$ cat src/rtl/pipe_hazard_ctrl_pkg.sv
// Shared encodings for the pipeline hazard controller and the MDU timing logic.
package pipe_hazard_ctrl_pkg;

    // Tuse/Tnew encodings: Tuse of 3 means the operand is never read.
    localparam logic [1:0] TUSE_NONE  = 2'd3;
    localparam logic [1:0] TNEW_READY = 2'd0;

    // Default MDU latencies, also used by the MDU datapath.
    localparam int unsigned MULT_CYCLES_DEF = 5;
    localparam int unsigned DIV_CYCLES_DEF  = 10;

    // MDU sequencing states.
    typedef enum logic {
        IDLE = 1'b0,
        BUSY = 1'b1
    } mdu_state_e;

    // A source register stalls when an in-flight producer of the same
    // register will not have its result ready by the time ID needs it.
    // Register 0 is hard-wired and never causes a stall.
    function automatic logic reg_hazard(
        input logic [4:0] src,
        input logic [1:0] tuse,
        input logic [4:0] ex_wa,
        input logic [1:0] ex_tnew,
        input logic [4:0] mem_wa,
        input logic [1:0] mem_tnew
    );
        logic ex_hit;
        logic mem_hit;
        ex_hit  = (src == ex_wa)  && (ex_tnew  > tuse);
        mem_hit = (src == mem_wa) && (mem_tnew > tuse);
        return (src != 5'd0) && (ex_hit || mem_hit);
    endfunction

endpackage

$ cat src/rtl/pipe_hazard_ctrl_mdu_busy_timer.sv
// MDU busy countdown: loads the op latency on start, counts down while busy
// and raises a registered done pulse during the last busy cycle.
module mdu_busy_timer
    import pipe_hazard_ctrl_pkg::*;
#(
    parameter int unsigned MULT_CYCLES = MULT_CYCLES_DEF,
    parameter int unsigned DIV_CYCLES  = DIV_CYCLES_DEF
) (
    input  logic clk,
    input  logic rst_n,
    input  logic start,
    input  logic is_div,
    output logic busy,
    output logic done
);

    localparam logic [3:0] MULT_LOAD = 4'(MULT_CYCLES);
    localparam logic [3:0] DIV_LOAD  = 4'(DIV_CYCLES);

    mdu_state_e state_r;
    mdu_state_e state_next_s;
    logic [3:0] cnt_r;
    logic [3:0] cnt_next_s;
    logic       busy_r;
    logic       done_r;
    logic       done_next_s;

    // Next-state logic: a start while busy is ignored; done is asserted for
    // the cycle in which the counter holds 1.
    always_comb begin
        state_next_s = state_r;
        cnt_next_s   = cnt_r;
        done_next_s  = 1'b0;
        case (state_r)
            IDLE: begin
                if (start) begin
                    state_next_s = BUSY;
                    cnt_next_s   = is_div ? DIV_LOAD : MULT_LOAD;
                    done_next_s  = (cnt_next_s == 4'd1);
                end else begin
                    cnt_next_s   = 4'd0;
                end
            end
            BUSY: begin
                if (cnt_r == 4'd1) begin
                    state_next_s = IDLE;
                    cnt_next_s   = 4'd0;
                end else begin
                    cnt_next_s   = cnt_r - 4'd1;
                    done_next_s  = (cnt_r == 4'd2);
                end
            end
            default: begin
                state_next_s = IDLE;
                cnt_next_s   = 4'd0;
            end
        endcase
    end

    // State, counter and registered status outputs; reset aborts any op.
    always_ff @(posedge clk or negedge rst_n) begin
        if (!rst_n) begin
            state_r <= IDLE;
            cnt_r   <= 4'd0;
            busy_r  <= 1'b0;
            done_r  <= 1'b0;
        end else begin
            state_r <= state_next_s;
            cnt_r   <= cnt_next_s;
            busy_r  <= (state_next_s == BUSY);
            done_r  <= done_next_s;
        end
    end

    assign busy = busy_r;
    assign done = done_r;

endmodule

$ cat src/rtl/pipe_hazard_ctrl.sv
// Central stall/flush scheduler: data-hazard checks on rs/rt against EX and
// MEM producers, MDU-busy interlock, and a saturating stall-cycle counter.
module pipe_hazard_ctrl
    import pipe_hazard_ctrl_pkg::*;
#(
    parameter int unsigned MULT_CYCLES = MULT_CYCLES_DEF,
    parameter int unsigned DIV_CYCLES  = DIV_CYCLES_DEF
) (
    input  logic        clk,
    input  logic        reset,
    input  logic [4:0]  ID_rs,
    input  logic [4:0]  ID_rt,
    input  logic [1:0]  ID_Tuse_rs,
    input  logic [1:0]  ID_Tuse_rt,
    input  logic        ID_is_mdu,
    input  logic [4:0]  EX_wa,
    input  logic [1:0]  EX_Tnew,
    input  logic [4:0]  MEM_wa,
    input  logic [1:0]  MEM_Tnew,
    input  logic        EX_mdu_start,
    input  logic        EX_mdu_div,
    output logic        PC_WE,
    output logic        IF_ID_WE,
    output logic        ID_EX_flush,
    output logic        mdu_busy,
    output logic        mdu_done,
    output logic [31:0] stall_cnt
);

    logic        busy_s;
    logic        done_s;
    logic        stall_rs_s;
    logic        stall_rt_s;
    logic        stall_mdu_s;
    logic        stall_s;
    logic [31:0] stall_cnt_r;

    mdu_busy_timer #(
        .MULT_CYCLES (MULT_CYCLES),
        .DIV_CYCLES  (DIV_CYCLES)
    ) u_mdu_busy_timer (
        .clk    (clk),
        .rst_n  (reset),
        .start  (EX_mdu_start),
        .is_div (EX_mdu_div),
        .busy   (busy_s),
        .done   (done_s)
    );

    // Hazard detection; in reset the pipeline is never held.
    always_comb begin
        stall_rs_s  = reg_hazard(ID_rs, ID_Tuse_rs, EX_wa, EX_Tnew, MEM_wa, MEM_Tnew);
        stall_rt_s  = reg_hazard(ID_rt, ID_Tuse_rt, EX_wa, EX_Tnew, MEM_wa, MEM_Tnew);
        stall_mdu_s = ID_is_mdu && (EX_mdu_start || busy_s);
        if (reset) begin
            stall_s = stall_rs_s || stall_rt_s || stall_mdu_s;
        end else begin
            stall_s = 1'b0;
        end
    end

    // Saturating count of stalled cycles.
    always_ff @(posedge clk or negedge reset) begin
        if (!reset) begin
            stall_cnt_r <= 32'd0;
        end else if (stall_s && (stall_cnt_r != 32'hFFFF_FFFF)) begin
            stall_cnt_r <= stall_cnt_r + 32'd1;
        end else begin
            stall_cnt_r <= stall_cnt_r;
        end
    end

    assign PC_WE       = ~stall_s;
    assign IF_ID_WE    = ~stall_s;
    assign ID_EX_flush = stall_s;
    assign mdu_busy    = busy_s;
    assign mdu_done    = done_s;
    assign stall_cnt   = stall_cnt_r;

endmodule

$ cat config.mk
export PLATFORM = sky130hd
export DESIGN_NAME = pipe_hazard_ctrl
export DESIGN_NICKNAME = d
export VERILOG_FILES = /design/src/rtl/pipe_hazard_ctrl_pkg.sv /design/src/rtl/pipe_hazard_ctrl_mdu_busy_timer.sv /design/src/rtl/pipe_hazard_ctrl.sv
export SDC_FILE = /design/constraint.sdc
export NUM_CORES = 1
export LEC_CHECK = 0
export ABC_AREA = 0
export BUFFER_PORTS_ARGS = -buffer_cell sky130_fd_sc_hd__buf_2
export CORE_ASPECT_RATIO = 0.9
export CORE_MARGIN = 8
export CORE_UTILIZATION = 25
export DETAILED_ROUTE_END_ITERATION = 8
export HOLD_SLACK_MARGIN = 0.15
export PLACE_DENSITY = 0.52
export RECOVER_POWER = 25
export SLEW_MARGIN = 25
export SYNTH_ARGS = -nofsm -noshare
export SYNTH_HDL_FRONTEND = slang
export SYNTH_HIERARCHICAL = 1
export SYNTH_SLANG_ARGS = --single-unit
$ cat constraint.sdc
create_clock -name clk -period 1.9 [get_ports clk]
set_input_delay 0.095 -clock clk [delete_from_list [all_inputs] [get_ports clk]]
set_output_delay 0.095 -clock clk [all_outputs]
set_load 0.01 [all_outputs]
==> flow_metrics.py <==
metrics = {
    "run_status": {
        "status": "finished clean",
    },
    "setup_path": {
        "required_ns": 2.10,
        "critPathKind": "flip-flop to flip-flop",
        "r2r_end": "stall_cnt[25]$_DFFE_PN0P_",
        "regToRegStartpoint": "stall_cnt[0]$_DFFE_PN0P_",
        "r2r_slack_ns": 0.07,
        "r2r_cells": 9,
        "startpoint": "stall_cnt[0]$_DFFE_PN0P_",
        "cp_max_fo": 7,
        "crit_arrival_ns": 2.03,
        "cp-end-kind": "flip-flop",
        "crit_path_start_kind": "flip-flop",
        "cp-endpoint": "stall_cnt[25]$_DFFE_PN0P_",
    },
    "grt": {
        "antenna_found_initial": 0,
        "grt.total_usage": 0.1062,
        "first_global_vias": 2278,
        "grt_pass1_wl_um": 11240,
        "grt_start_max_net_pins": 39,
        "grt_remaining_overflow": 0,
    },
    "timing": {
        "maxSlewHeadroom": 0.3590,
        "finClkSkew_ns": 0.01385,
        "rsz0062_at_grt": "true",
        "holdWs_ns": 0.4940,
        "layout_setup_ws_ns": 0.06642,
        "timing.final.crit_share": 0.9650,
        "final_max_slew_viol_count": 0,
        "hold_viol_final": 0,
        "worst_slew_pin_slew_ns": 0.9615,
        "fin_setup_tns_ns": 0,
        "fin_crit_ns": 1.834,
        "fmax_mhz": 545.4,
        "setup_viol": 0,
    },
    "logic_synthesis": {
        "synth_area_um2": 2382,
        "synth-seq-area-share": 0.3992,
        "syn_area_per_cell_um2": 9.529,
        "synthCells": 250,
        "syn_nets": 295,
        "synth_flop_cell": "dfrtp_1",
        "synth_edf_count": 0,
        "ys_ff_latch": 38,
        "ys_warn_count": 6,
        "async_reset_ff_frac": 1.000,
        "yosysUniqueCellTypes": 33,
    },
    "routing": {
        "via_per_inst": 4.503,
        "ant_nets": 0,
        "vias": 2166,
        "drc_errors": 0,
        "wirelength_um": 6756,
        "post_drt_wl_per_cell_um": 14.05,
        "drtIter0Drc": 89,
        "first_pass_iters": 4,
    },
    "power_and_ir_drop": {
        "p_total_uw": 2675,
        "leakage_uw": 0.001617,
        "cellPowerDensity_nw_per_um2": 778.8,
        "vdd.ir_drop.worst_mv": 0.4126,
    },
    "floorplanning": {
        "fp.dieW_um": 118.9,
        "row_count": 33,
        "core_um2": 9208,
        "dieArea_um2": 12910,
        "die_y_um": 108.6,
        "io_pins": 70,
        "start_util": 0.2587,
    },
    "clocking": {
        "clock-root-buffer": "clkbuf_8",
        "cts_tree": "done",
        "cts.path.max_buffers": 2,
        "insertion_delay_ns": 0.30,
        "cts.clk_slew.worst_paths_ns": 0.09,
        "numCtsBuffers": 5,
        "ctsHtreeMaxLevel": 2,
        "cts_sinks": 38,
    },
    "place": {
        "pre_cts_ws_ns": -0.2206,
        "detailed_place_hpwl_um": 5287,
        "gp_congestion": 0.8349,
        "port_buffers": 69,
    },
    "finish": {
        "layout-drive-gt1-share": 0.3955,
        "antenna_cells": 0,
        "area_growth_pct": 44.17,
        "nNetsFinal": 403,
    },
    "hold_path": {
        "min_path_type": "flip-flop to flip-flop",
    },
    "run": {
        "drv_cap": 0,
    },
}
cells in the mapped netlist, drive strengths merged (2+ instances only):
| library cell | instances | area share |
|---|---|---|
| a21oi | 4 | 0.0084 |
| and2 | 4 | 0.011 |
| and3 | 11 | 0.033 |
| buf | 9 | 0.029 |
| dfrtp | 38 | 0.40 |
| ha | 12 | 0.063 |
| inv | 14 | 0.022 |
| mux2i | 2 | 0.0084 |
| nand2 | 24 | 0.038 |
| nand3 | 26 | 0.055 |
| nand4 | 14 | 0.037 |
| nor2 | 9 | 0.017 |
| nor3 | 11 | 0.025 |
| nor4 | 4 | 0.013 |
| o21ai | 4 | 0.0084 |
| o22ai | 4 | 0.011 |
| or4 | 2 | 0.0063 |
| xnor2 | 43 | 0.16 |
| xor2 | 8 | 0.029 |
sequential cells by signal, summed over array words and instances (netlist names):
| register | count |
|---|---|
| u_mdu_busy_timer/done | 1 |
| stall_cnt | 32 |
| u_mdu_busy_timer/busy | 1 |
| u_mdu_busy_timer/cnt_r | 4 |
stage by stage:
stage,instance area (µm²),util,instances
final,3435,0.3730,481
after detailed placement,3088,0.3354,461
after floorplan,2439,-,250
after CTS,3326,0.3612,477
after global placement,3088,0.3354,461
after global routing,3435,0.3730,481
cell families (layout without fill, tap and decap cells):
kind of cell	Yosys count	in the layout	synth area share
XOR/XNOR	51	51	0.1875
multiplexers	3	3	0.01313
adder cells (fa/ha/maj)	12	12	0.06302
flip-flops	38	38	0.3992
AND/OR/NAND/NOR	108	108	0.2463
buffers and inverters	23	132	0.05094
AO/OA/AOI/OAI	15	15	0.03991
critical path: stages (launching register included):
cell and delay, ns:
dfrtp_2 0.43, ha_4 0.16, and3_4 0.17, and3_4 0.18
and2_4 0.14, and3_4 0.18, buf_4 0.14, nor3_2 0.11
nand2_1 0.09, xnor2_1 0.13
power by group:
| group | switching, µW | total, µW | leakage, µW | internal [µW] |
|---|---|---|---|---|
| Combinational | 399 | 780 | 0.00105 | 381 |
| Clock | 323 | 849 | 0.0000683 | 527 |
| Sequential | 119 | 1050 | 0.000501 | 927 |
layout by cell type (no fill, tap or decap), types with 2 or more instances in the layout:
| cell | synthesis | layout |
|---|---|---|
| buf_2 | 4 | 68 |
| xnor2_1 | 43 | 42 |
| dfrtp_1 | 38 | 37 |
| buf_4 | 2 | 31 |
| nand2_1 | 24 | 24 |
| nand3_1 | 26 | 23 |
| nand4_1 | 14 | 14 |
| inv_1 | 14 | 13 |
| ha_1 | 12 | 10 |
| xor2_1 | 8 | 8 |
| and3_1 | 9 | 8 |
| nor2_1 | 8 | 8 |
| nor3_2 | 1 | 7 |
| clkbuf_8 | 0 | 5 |
| a21oi_1 | 4 | 4 |
| o22ai_1 | 4 | 4 |
| dlygate4sd3_1 | 0 | 4 |
| buf_6 | 3 | 4 |
| nand3_2 | 0 | 3 |
| nor3_1 | 10 | 3 |
| and3_4 | 2 | 3 |
| or4_1 | 2 | 2 |
| nor4_2 | 1 | 2 |
| o21ai_0 | 3 | 2 |
| and2_1 | 4 | 2 |
| mux2i_1 | 2 | 2 |
| ha_4 | 0 | 2 |
| bufinv_16 | 0 | 2 |
routing by layer:
metal | GRT usage | vias to the layer above | share of wire
met3 | 0.02813 | 5 | 0.041
met2 | 0.1794 | 34 | 0.50
met1 | 0.1325 | 1044 | 0.45
met5 | 0 | - | 0
met4 | 0.02705 | 0 | 0.0074
li1 | - | 1083 | -
final cells by class:
cell class                      count  area, µm²
Clock buffer                        5      68.82
Multi-Input combinational cell    189       1453
Fill cell                         922       5773
Clock inverter                      3      68.82
Timing Repair Buffer              110      686.9
Inverter                           14      52.55
Tap cell                          122      152.6
Sequential cell                    38      952.2
timing repair:
| action | in CTS | in global routing |
|---|---|---|
| setup buffers | 4 | 4 |
| hold buffers | 4 | 0 |
| pin swaps | 4 | 20 |
| setup endpoints to repair | 5 | 31 |
| gates resized for setup | 6 | 15 |
| endpoints found under the hold margin | 43 | 0 |
worst min-delay path by stage:
| stage | start | to | cells past startpoint |
|---|---|---|---|
| floorplan | reset | stall_cnt[0]$_DFFE_PN0P_ | 0 |
| global placement | reset | stall_cnt[4]$_DFFE_PN0P_ | 2 |
| detailed placement | reset | stall_cnt[3]$_DFFE_PN0P_ | 2 |
| CTS | reset | stall_cnt[22]$_DFFE_PN0P_ | 3 |
| global route | stall_cnt[29]$_DFFE_PN0P_ | stall_cnt[29]$_DFFE_PN0P_ | 1 |
| finish | stall_cnt[27]$_DFFE_PN0P_ | stall_cnt[27]$_DFFE_PN0P_ | 1 |
Note: power is estimated with default switching activity, not from simulation.
